**src/rtl/spi_frame_rx.sv**
```systemverilog
// SPI slave frame receiver. spi_clk/spi_cs/spi_out are oversampled in the clk domain,
// one FRAME_W-bit word is assembled per chip-select window, and bad frame lengths are flagged.
module spi_frame_rx #(
    parameter int FRAME_W     = 48,
    parameter bit CPOL        = 1'b0,
    parameter bit CPHA        = 1'b0,
    parameter bit MSB_FIRST   = 1'b1,
    parameter int SYNC_STAGES = 2
) (
    input  logic               clk,
    input  logic               rst,
    input  logic               spi_clk,
    input  logic               spi_cs,
    input  logic               spi_out,
    output logic [FRAME_W-1:0] spi_rdata,
    output logic               rdata_valid,
    output logic               frame_err,
    output logic               busy,
    output logic [7:0]         err_cnt
);
    localparam int                 CNT_W    = $clog2(FRAME_W + 2);
    localparam logic [CNT_W-1:0]   FULL_CNT = CNT_W'(FRAME_W);
    localparam logic [CNT_W-1:0]   OVR_CNT  = CNT_W'(FRAME_W + 1);
    localparam logic [FRAME_W-1:0] ONE_LSB  = FRAME_W'(1);
    localparam logic [FRAME_W-1:0] ONE_MSB  = ONE_LSB << (FRAME_W - 1);

    typedef enum logic [1:0] {ARM, IDLE, SHIFT, CHECK} state_t;

    state_t                 r_state;
    state_t                 w_state_nxt;
    logic [SYNC_STAGES-1:0] r_sclk_sync;
    logic [SYNC_STAGES-1:0] r_cs_sync;
    logic [SYNC_STAGES-1:0] r_mosi_sync;
    logic                   r_sclk_d;
    logic                   r_cs_d;
    logic [FRAME_W-1:0]     r_shift;
    logic [CNT_W-1:0]       r_bit_cnt;

    logic                   w_sclk;
    logic                   w_cs;
    logic                   w_bit;
    logic                   w_cs_rise;
    logic                   w_sample;
    logic                   w_clear;
    logic                   w_shift;
    logic [FRAME_W-1:0]     w_mask;

    // The cs chain resets to "selected" so ARM must see a real deselect before the first frame.
    always_ff @(posedge clk or posedge rst) begin
        if (rst) begin
            r_sclk_sync <= {SYNC_STAGES{CPOL}};
            r_cs_sync   <= '0;
            r_mosi_sync <= '0;
            r_sclk_d    <= CPOL;
            r_cs_d      <= 1'b0;
        end else begin
            r_sclk_sync <= {r_sclk_sync[SYNC_STAGES-2:0], spi_clk};
            r_cs_sync   <= {r_cs_sync[SYNC_STAGES-2:0], spi_cs};
            r_mosi_sync <= {r_mosi_sync[SYNC_STAGES-2:0], spi_out};
            r_sclk_d    <= w_sclk;
            r_cs_d      <= w_cs;
        end
    end

    assign w_sclk    = r_sclk_sync[SYNC_STAGES-1];
    assign w_cs      = r_cs_sync[SYNC_STAGES-1];
    assign w_bit     = r_mosi_sync[SYNC_STAGES-1];
    assign w_cs_rise = w_cs & ~r_cs_d;
    assign w_sample  = (CPOL == CPHA) ? (w_sclk & ~r_sclk_d) : (~w_sclk & r_sclk_d);
    assign w_mask    = MSB_FIRST ? (ONE_MSB >> r_bit_cnt) : (ONE_LSB << r_bit_cnt);
    assign busy      = (r_state == SHIFT);

    always_ff @(posedge clk or posedge rst) begin
        if (rst) begin
            r_state <= ARM;
        end else begin
            r_state <= w_state_nxt;
        end
    end

    // A cs rise wins over a sample edge seen in the same cycle.
    always_comb begin
        w_state_nxt = r_state;
        w_clear     = 1'b0;
        w_shift     = 1'b0;
        case (r_state)
            ARM: begin
                if (w_cs) begin
                    w_state_nxt = IDLE;
                end
            end
            IDLE: begin
                if (!w_cs) begin
                    w_state_nxt = SHIFT;
                    w_clear     = 1'b1;
                end
            end
            SHIFT: begin
                if (w_cs_rise) begin
                    w_state_nxt = CHECK;
                end else if (w_sample) begin
                    w_shift = 1'b1;
                end
            end
            CHECK: begin
                w_state_nxt = IDLE;
            end
            default: begin
                w_state_nxt = ARM;
            end
        endcase
    end

    always_ff @(posedge clk or posedge rst) begin
        if (rst) begin
            r_shift     <= '0;
            r_bit_cnt   <= '0;
            spi_rdata   <= '0;
            rdata_valid <= 1'b0;
            frame_err   <= 1'b0;
            err_cnt     <= '0;
        end else begin
            rdata_valid <= 1'b0;
            frame_err   <= 1'b0;
            if (w_clear) begin
                r_shift   <= '0;
                r_bit_cnt <= '0;
            end else if (w_shift) begin
                if (r_bit_cnt < FULL_CNT) begin
                    r_shift   <= w_bit ? (r_shift | w_mask) : (r_shift & ~w_mask);
                    r_bit_cnt <= r_bit_cnt + CNT_W'(1);
                end else begin
                    r_bit_cnt <= OVR_CNT;
                end
            end
            // Only an exact-length frame replaces the published word.
            if (r_state == CHECK) begin
                if (r_bit_cnt == FULL_CNT) begin
                    spi_rdata   <= r_shift;
                    rdata_valid <= 1'b1;
                end else begin
                    frame_err <= 1'b1;
                    if (err_cnt != 8'hFF) begin
                        err_cnt <= err_cnt + 8'd1;
                    end
                end
            end
        end
    end
endmodule

```
**config.mk**
```make
export PLATFORM = sky130hd
export DESIGN_NAME = spi_frame_rx
export DESIGN_NICKNAME = d
export VERILOG_FILES = /design/src/rtl/spi_frame_rx.sv
export SDC_FILE = /design/constraint.sdc
export NUM_CORES = 1
export LEC_CHECK = 0
export ABC_CLOCK_PERIOD_IN_PS = 5180
export CAP_MARGIN = 20
export CORE_AREA = 2 2 121 123
export DETAILED_ROUTE_END_ITERATION = 6
export DIE_AREA = 0 0 123 125
export PLACE_DENSITY = 0.67
export SLEW_MARGIN = 25
export SYNTH_ARGS = -nofsm -noshare
export SYNTH_HDL_FRONTEND = slang
export SYNTH_SLANG_ARGS = --single-unit
```
**constraint.sdc**
```tcl
create_clock -name clk -period 5.18 [get_ports clk]
set_clock_uncertainty 0.05 [all_clocks]
set_input_delay 1.036 -clock clk [delete_from_list [all_inputs] [get_ports clk]]
set_output_delay 1.036 -clock clk [all_outputs]
set_load 0.02 [all_outputs]
```
==> results of run 1 <==
## cells by family after synthesis
kind of cell	after synthesis	share of synthesized area (%)
flops	122	58.5
xor+xnor	2	0.336
mux	101	20.6
buf+inv	30	2.40
compound gates	18	1.92
fa+ha+maj	11	2.64
simple gates	154	13.6
## synthesized netlist by cell type
cell,count,share of area (%)
inv_1,8,0.58
o31ai_1,1,0.14
nand2_1,92,6.6
nand4b_1,1,0.17
buf_6,1,0.22
and2_1,2,0.24
mux2_2,51,11
o21a_1,1,0.14
ha_1,11,2.6
nand4bb_1,1,0.22
a31oi_1,2,0.24
clkbuf_1,13,0.94
dfrtp_1,122,58
or3b_2,1,0.17
o21ai_0,2,0.19
buf_1,3,0.22
nand3_1,22,2.1
nor3_1,9,0.86
or4_1,1,0.14
buf_2,4,0.38
xor2_1,2,0.34
nor2b_1,6,0.72
inv_2,1,0.072
nand4_1,2,0.24
a21oi_1,11,1.1
nor2_1,6,0.43
nand2b_1,4,0.48
nor4_1,2,0.24
nor2b_4,1,0.26
mux2i_1,50,9.6
a211oi_1,1,0.14
nor4_2,2,0.48
or3_1,2,0.24
## state kept, by name (all words and copies together) (netlist names)
signal,count
err_cnt,8
frame_err,1
r_bit_cnt,6
r_cs_d,1
r_cs_sync,2
r_mosi_sync,2
r_sclk_d,1
r_sclk_sync,2
r_shift,48
r_state,2
rdata_valid,1
spi_rdata,48
## critical path, delay by kind of cell (launching register included)
kind,cells,cell delay (ns)
adder cells (fa/ha/maj),1,0.28
buffers and inverters,2,0.77
flip-flops,1,0.41
## routing by layer
| metal | wire length, um | up-vias | track usage, % | part of all wire [%] |
|---|---|---|---|---|
| met1 | 4950 | 1774 | 19.8 | 45 |
| met4 | 106 | 0 | 5.35 | 0.97 |
| met5 | 0 | - | 0 | 0 |
| li1 | - | 1622 | - | - |
| met2 | 5480 | 73 | 24.0 | 50 |
| met3 | 421 | 7 | 4.33 | 3.8 |
## placed cells by master (no fill, tap or decap), types with 7 or more instances in the layout
master,count
nand3_1,22
nor3_1,9
ha_1,11
a21oi_1,11
clkdlybuf4s50_1,63
dfrtp_1,122
mux2_2,51
inv_1,7
mux2i_1,50
clkbuf_16,17
nand2_1,91
## final timing paths
kind,startpoint,endpoint,slack (ns),cells after the start
worst max-delay path,r_state[0],busy,2.24,3
worst min register to register,r_sclk_sync[0],r_sclk_sync[1],0.30,0
max in group asynchronous,rst,spi_rdata[37],3.10,3
min in group asynchronous,rst,err_cnt[0],1.07,2
worst min-delay path,r_sclk_sync[0],r_sclk_sync[1],0.30,0
worst max register to register,r_bit_cnt[2],spi_rdata[42],2.82,4
## through the flow
stage	util, %	power [mW]	instances
after CTS	47.0	2.82	700
after global routing	47.0	2.91	700
after detailed placement	42.4	1.51	668
final	47.0	2.79	700
after floorplan	-	1.35	438
after global placement	42.4	1.49	668
## area by class of cell
class                           count  share of cell area [%]
Timing Repair Buffer               67                    9.89
Clock inverter                     10                    2.85
Inverter                            9                   0.543
Sequential cell                   122                    45.7
Clock buffer                       22                    6.95
Multi-Input combinational cell    286                    30.6
Tap cell                          184                    3.45
## report_power, final
group	total [mW]	switching (mW)	internal, mW
clock network	1.29	0.413	0.880
registers	1.06	0.0568	1.00
logic	0.439	0.288	0.151
total	2.79	0.757	2.04
==> results.ini, run 1 <==
[timing]
setup_viol = 0
drv_slew = 0
timing.hold.ws_ns = 0.296
finalCritPeriodShare_pct = 56.8
max_freq_mhz = 340
worst_pin_slew_ns = 0.997
finalWorstSetupSlack_ns = 2.24
rsz0062_at_grt = no
hold_viol_final = 0
setup-tns-final_ns = 0
fin_crit_ns = 2.94
slew_headroom_pct = 33.0

[logic_synthesis]
syn_avg_cell_area_um2 = 11.9
synth_seq_cells = 122
synth_warnings = 0
syn_nets = 454
synth.distinct_cells = 33
syn_area_um2 = 5220
syn_inst = 438
ys_seq_area_share_pct = 58.5

[detailed_routing]
drtPass1Iterations = 4
drt_first_iter_violations = 210
wl_per_cell_um = 15.6
routed_wl_um = 11000
drc = 0
vias = 3476
viasPerCell = 4.97
final_antenna_net_count = 0

[floorplanning]
die_x_um = 123
ios = 64
fp.dieH_um = 125
core_area_um2 = 14200
dieArea_um2 = 15400
rows = 44
initial_utilization_pct = 36.7

[cells_and_area]
area_growth_pct = 28.1
multi_input_area_um2 = 2050
drive_gt1_share_pct = 17.6
n_antenna_cell = 0
seqCellArea_um2 = 3050
postLayoutCellArea_um2 = 6680
fin_nets = 519
fillCellCount = 1287

[place]
gp_congestion = 0.939
io_buffers = 63
place_hpwl_um = 7100
place_area_um2 = 6030
detailedPlace.worstSlack_ns = 2.58

[global_routing]
grt_pass1_wl_um = 18300
grt_antenna_before_repair = 0
grt_max_degree = 64
grt_overflow = 0
grt_pass1_vias = 3700
grt_usage_pct = 15.1

[clocking]
cts_resized = 0
root_buffer = clkbuf_16
cts_tree = done
htreeDepth = 4
clockBufferDepth = 2
cts.sinks = 122
post-cts-setup-buffers = 0
cts_buffers = 17
clkTransAtPathRegs_ns = 0.05
clk_latency_ns = 0.41
ctsHoldBuffers = 0

[worst_setup_path]
cp.arrival_ns = 1.86
critical_path_required_ns = 4.09
cpMaxStageDelayCell = clkdlybuf4s50_1
crit_fanout = 6
critPathKind = flip-flop to primary output
path_cells = inv_1 -> ha_1 -> clkdlybuf4s50_1
start_kind = flip-flop
slowest_delay_ns = 0.67
worstSetupEndpointType = primary output

[status]
status = complete, no violations

[flow_run]
maxCapViolCount = 0

[power_and_ir_drop]
ir_worst_vdd_v = 0.000255
p_leak_nw = 3.31
cellPowerDensity_nw_per_um2 = 418

[hold_path]
hold_path_class = flip-flop to flip-flop

Note: power is estimated with default switching activity, not from simulation.
==> run 2: changes to the inputs <==
--- a/config.mk
+++ b/config.mk
@@ -5,7 +5,7 @@
 export SDC_FILE = /design/constraint.sdc
 export NUM_CORES = 1
 export LEC_CHECK = 0
-export ABC_CLOCK_PERIOD_IN_PS = 5180
+export ABC_CLOCK_PERIOD_IN_PS = 3000
 export CAP_MARGIN = 20
 export CORE_AREA = 2 2 121 123
 export DETAILED_ROUTE_END_ITERATION = 6
==> constraint.sdc (replaced) <==
create_clock -name clk -period 3 [get_ports clk]
set_clock_uncertainty 0.05 [all_clocks]
set_input_delay 0.6 -clock clk [delete_from_list [all_inputs] [get_ports clk]]
set_output_delay 0.6 -clock clk [all_outputs]
set_load 0.02 [all_outputs]
==> run 2 against run 1 <==
Sequential share of layout area is 0.36 points higher. Via count is 1.8% lower. Final area is 0.79% lower. Wire length is 0.99% lower. Worst setup slack worse by 1.8 ns. Critical path type unchanged. Clock power is 43% higher. Worst hold slack better by 0.0087 ns. Largest cell class unchanged. Total power is 59% higher. Non-clock buffer count is 6 higher. Global-route usage is 0.15 points higher. Core utilization is 0.37 points lower. Combinational power is 76% higher.
==> results.ini, run 2 (synthesized netlist as in run 1, its figures left out) <==
[power_and_ir_drop]
p_leak_nw = 3.29
ir_worst_vdd_v = 0.000381
clkPwrFrac_pct = 41.4
p_seq_share_pct = 41.2
comb_power_share_pct = 17.4
cellPowerDensity_nw_per_um2 = 670
p_switching_mw = 1.28
p_int_mw = 3.16
power.share.switching_pct = 28.8

[worst_setup_path]
cp.arrival_ns = 1.88
path_cells = inv_1 -> ha_1 -> clkdlybuf4s50_1
path_buf_inv = 2
slowest_delay_ns = 0.66
crit_fanout = 6
crit_family = buffers and inverters
cpMaxStageDelayCell = clkdlybuf4s50_1
start_kind = flip-flop
critical_path_required_ns = 2.35
critPathKind = flip-flop to primary output
worstSetupEndpointType = primary output

[global_routing]
use_met3_pct = 3.88
grt_max_degree = 107
grt_busiest_layer = met2
grt_pass1_vias = 3540
grt_pass1_wl_um = 18200
grt_overflow = 0
grt_usage_pct = 15.3
gr-usage-met2_pct = 23.7
grt_antenna_before_repair = 0
grtUsageMet1_pct = 20.5

[timing]
finalWorstSetupSlack_ns = 0.466
worst_pin_slew_ns = 0.772
rsz0062_at_grt = no
timing.hold.ws_ns = 0.304
finalCritPeriodShare_pct = 84.5
hold_viol_final = 0
fin_crit_ns = 2.53
max_freq_mhz = 395
slew_headroom_pct = 48.4
drv_slew = 0
setup-tns-final_ns = 0
setup_viol = 0

[floorplanning]
fp.dieH_um = 125
rows = 44
ios = 64
dieArea_um2 = 15400
initial_utilization_pct = 36.7
core_area_um2 = 14200
die_x_um = 123

[cells_and_area]
fin_nets = 525
instances_no_fill = 704
postLayoutCellArea_um2 = 6630
final_cell_mix = dfrtp_1, nand2_1, clkdlybuf4s50_1
drive_gt1_share_pct = 18.5
area_growth_pct = 27.0
n_antenna_cell = 0
reg_top3 = r_shift (48), spi_rdata (48), err_cnt (8)
mostFrequentLayoutCell = dfrtp_1

[clocking]
cts.sinks = 122
clk_latency_ns = 0.41
clkTransAtPathRegs_ns = 0.05
post-cts-setup-buffers = 0
cts_buffers = 17
htreeDepth = 4
cts_resized = 0
clockBufferDepth = 2
cts_tree = done
ctsHoldBuffers = 0
root_buffer = clkbuf_16

[detailed_routing]
wl_per_cell_um = 15.4
vias = 3412
viasPerCell = 4.85
drc = 0
final_antenna_net_count = 0
routed_wl_um = 10800
drt_first_iter_violations = 274
drtPass1Iterations = 4

[place]
gp_congestion = 0.864
io_buffers = 63
place_hpwl_um = 6920
place_area_um2 = 6090
detailedPlace.worstSlack_ns = 0.760
place_inst = 674

[status]
status = complete, no violations

[hold_path]
hold_path_class = flip-flop to flip-flop

[flow_run]
maxCapViolCount = 0

-- run 2: cell count changes in the layout (fill, tap and decap cells not counted), sizes merged --
cell    before  now
clkbuf      22   21
buf          4   10
clkinv       2    6
inv          9    8
bufinv       5    1
-- run 2: power by group through the flow --
stage / logic (mW) / registers [mW] / clock network, mW
global route: 0.851 / 1.84 / 1.97
finish: 0.773 / 1.83 / 1.84
global placement: 0.743 / 1.85 / 0
floorplan: 0.433 / 1.89 / 0
CTS: 0.786 / 1.83 / 1.88
detailed placement: 0.776 / 1.85 / 0
-- run 2: worst reg2reg max path, delay by kind of cell (launching register included) --
kind	cells	cell delay, ns
fa+ha+maj	1	0.39
compound gates	1	0.48
mux	1	0.21
simple gates	2	0.31
flops	1	0.41
buf+inv	2	0.33
-- run 2: final timing paths --
check                               start  cells past startpoint  slack (ns)              to
max                            r_state[0]                      3        0.47            busy
min                        r_sclk_sync[0]                      0        0.30  r_sclk_sync[1]
max reg2reg                  r_bit_cnt[0]                      7        0.73      err_cnt[3]
min reg2reg                r_sclk_sync[0]                      0        0.30  r_sclk_sync[1]
max in group asynchronous             rst                      3        1.53     r_shift[36]
min in group asynchronous             rst                      2        0.50   spi_rdata[33]
-- run 2: metrics by stage --
step | utilization (%) | total power, mW
floorplan | - | 2.32
detailed placement | 42.9 | 2.63
finish | 46.7 | 4.44
CTS | 46.7 | 4.49
global route | 46.7 | 4.66
global placement | 42.9 | 2.59
-- run 2: cell type report --
class,count,area (um2)
inverter,9,37.5
clock inverter,9,75.1
sequential,122,3050
timing repair buffer,73,731
clock buffer,21,460
fill,1290,7570
multi-input combinational,286,2040
tap,184,230
-- run 2: per-layer routing --
layer | share of wire (%) | routed length (um)
met1 | 47 | 5140
met2 | 48 | 5190
met3 | 3.2 | 347
met4 | 1.5 | 166
met5 | 0 | 0
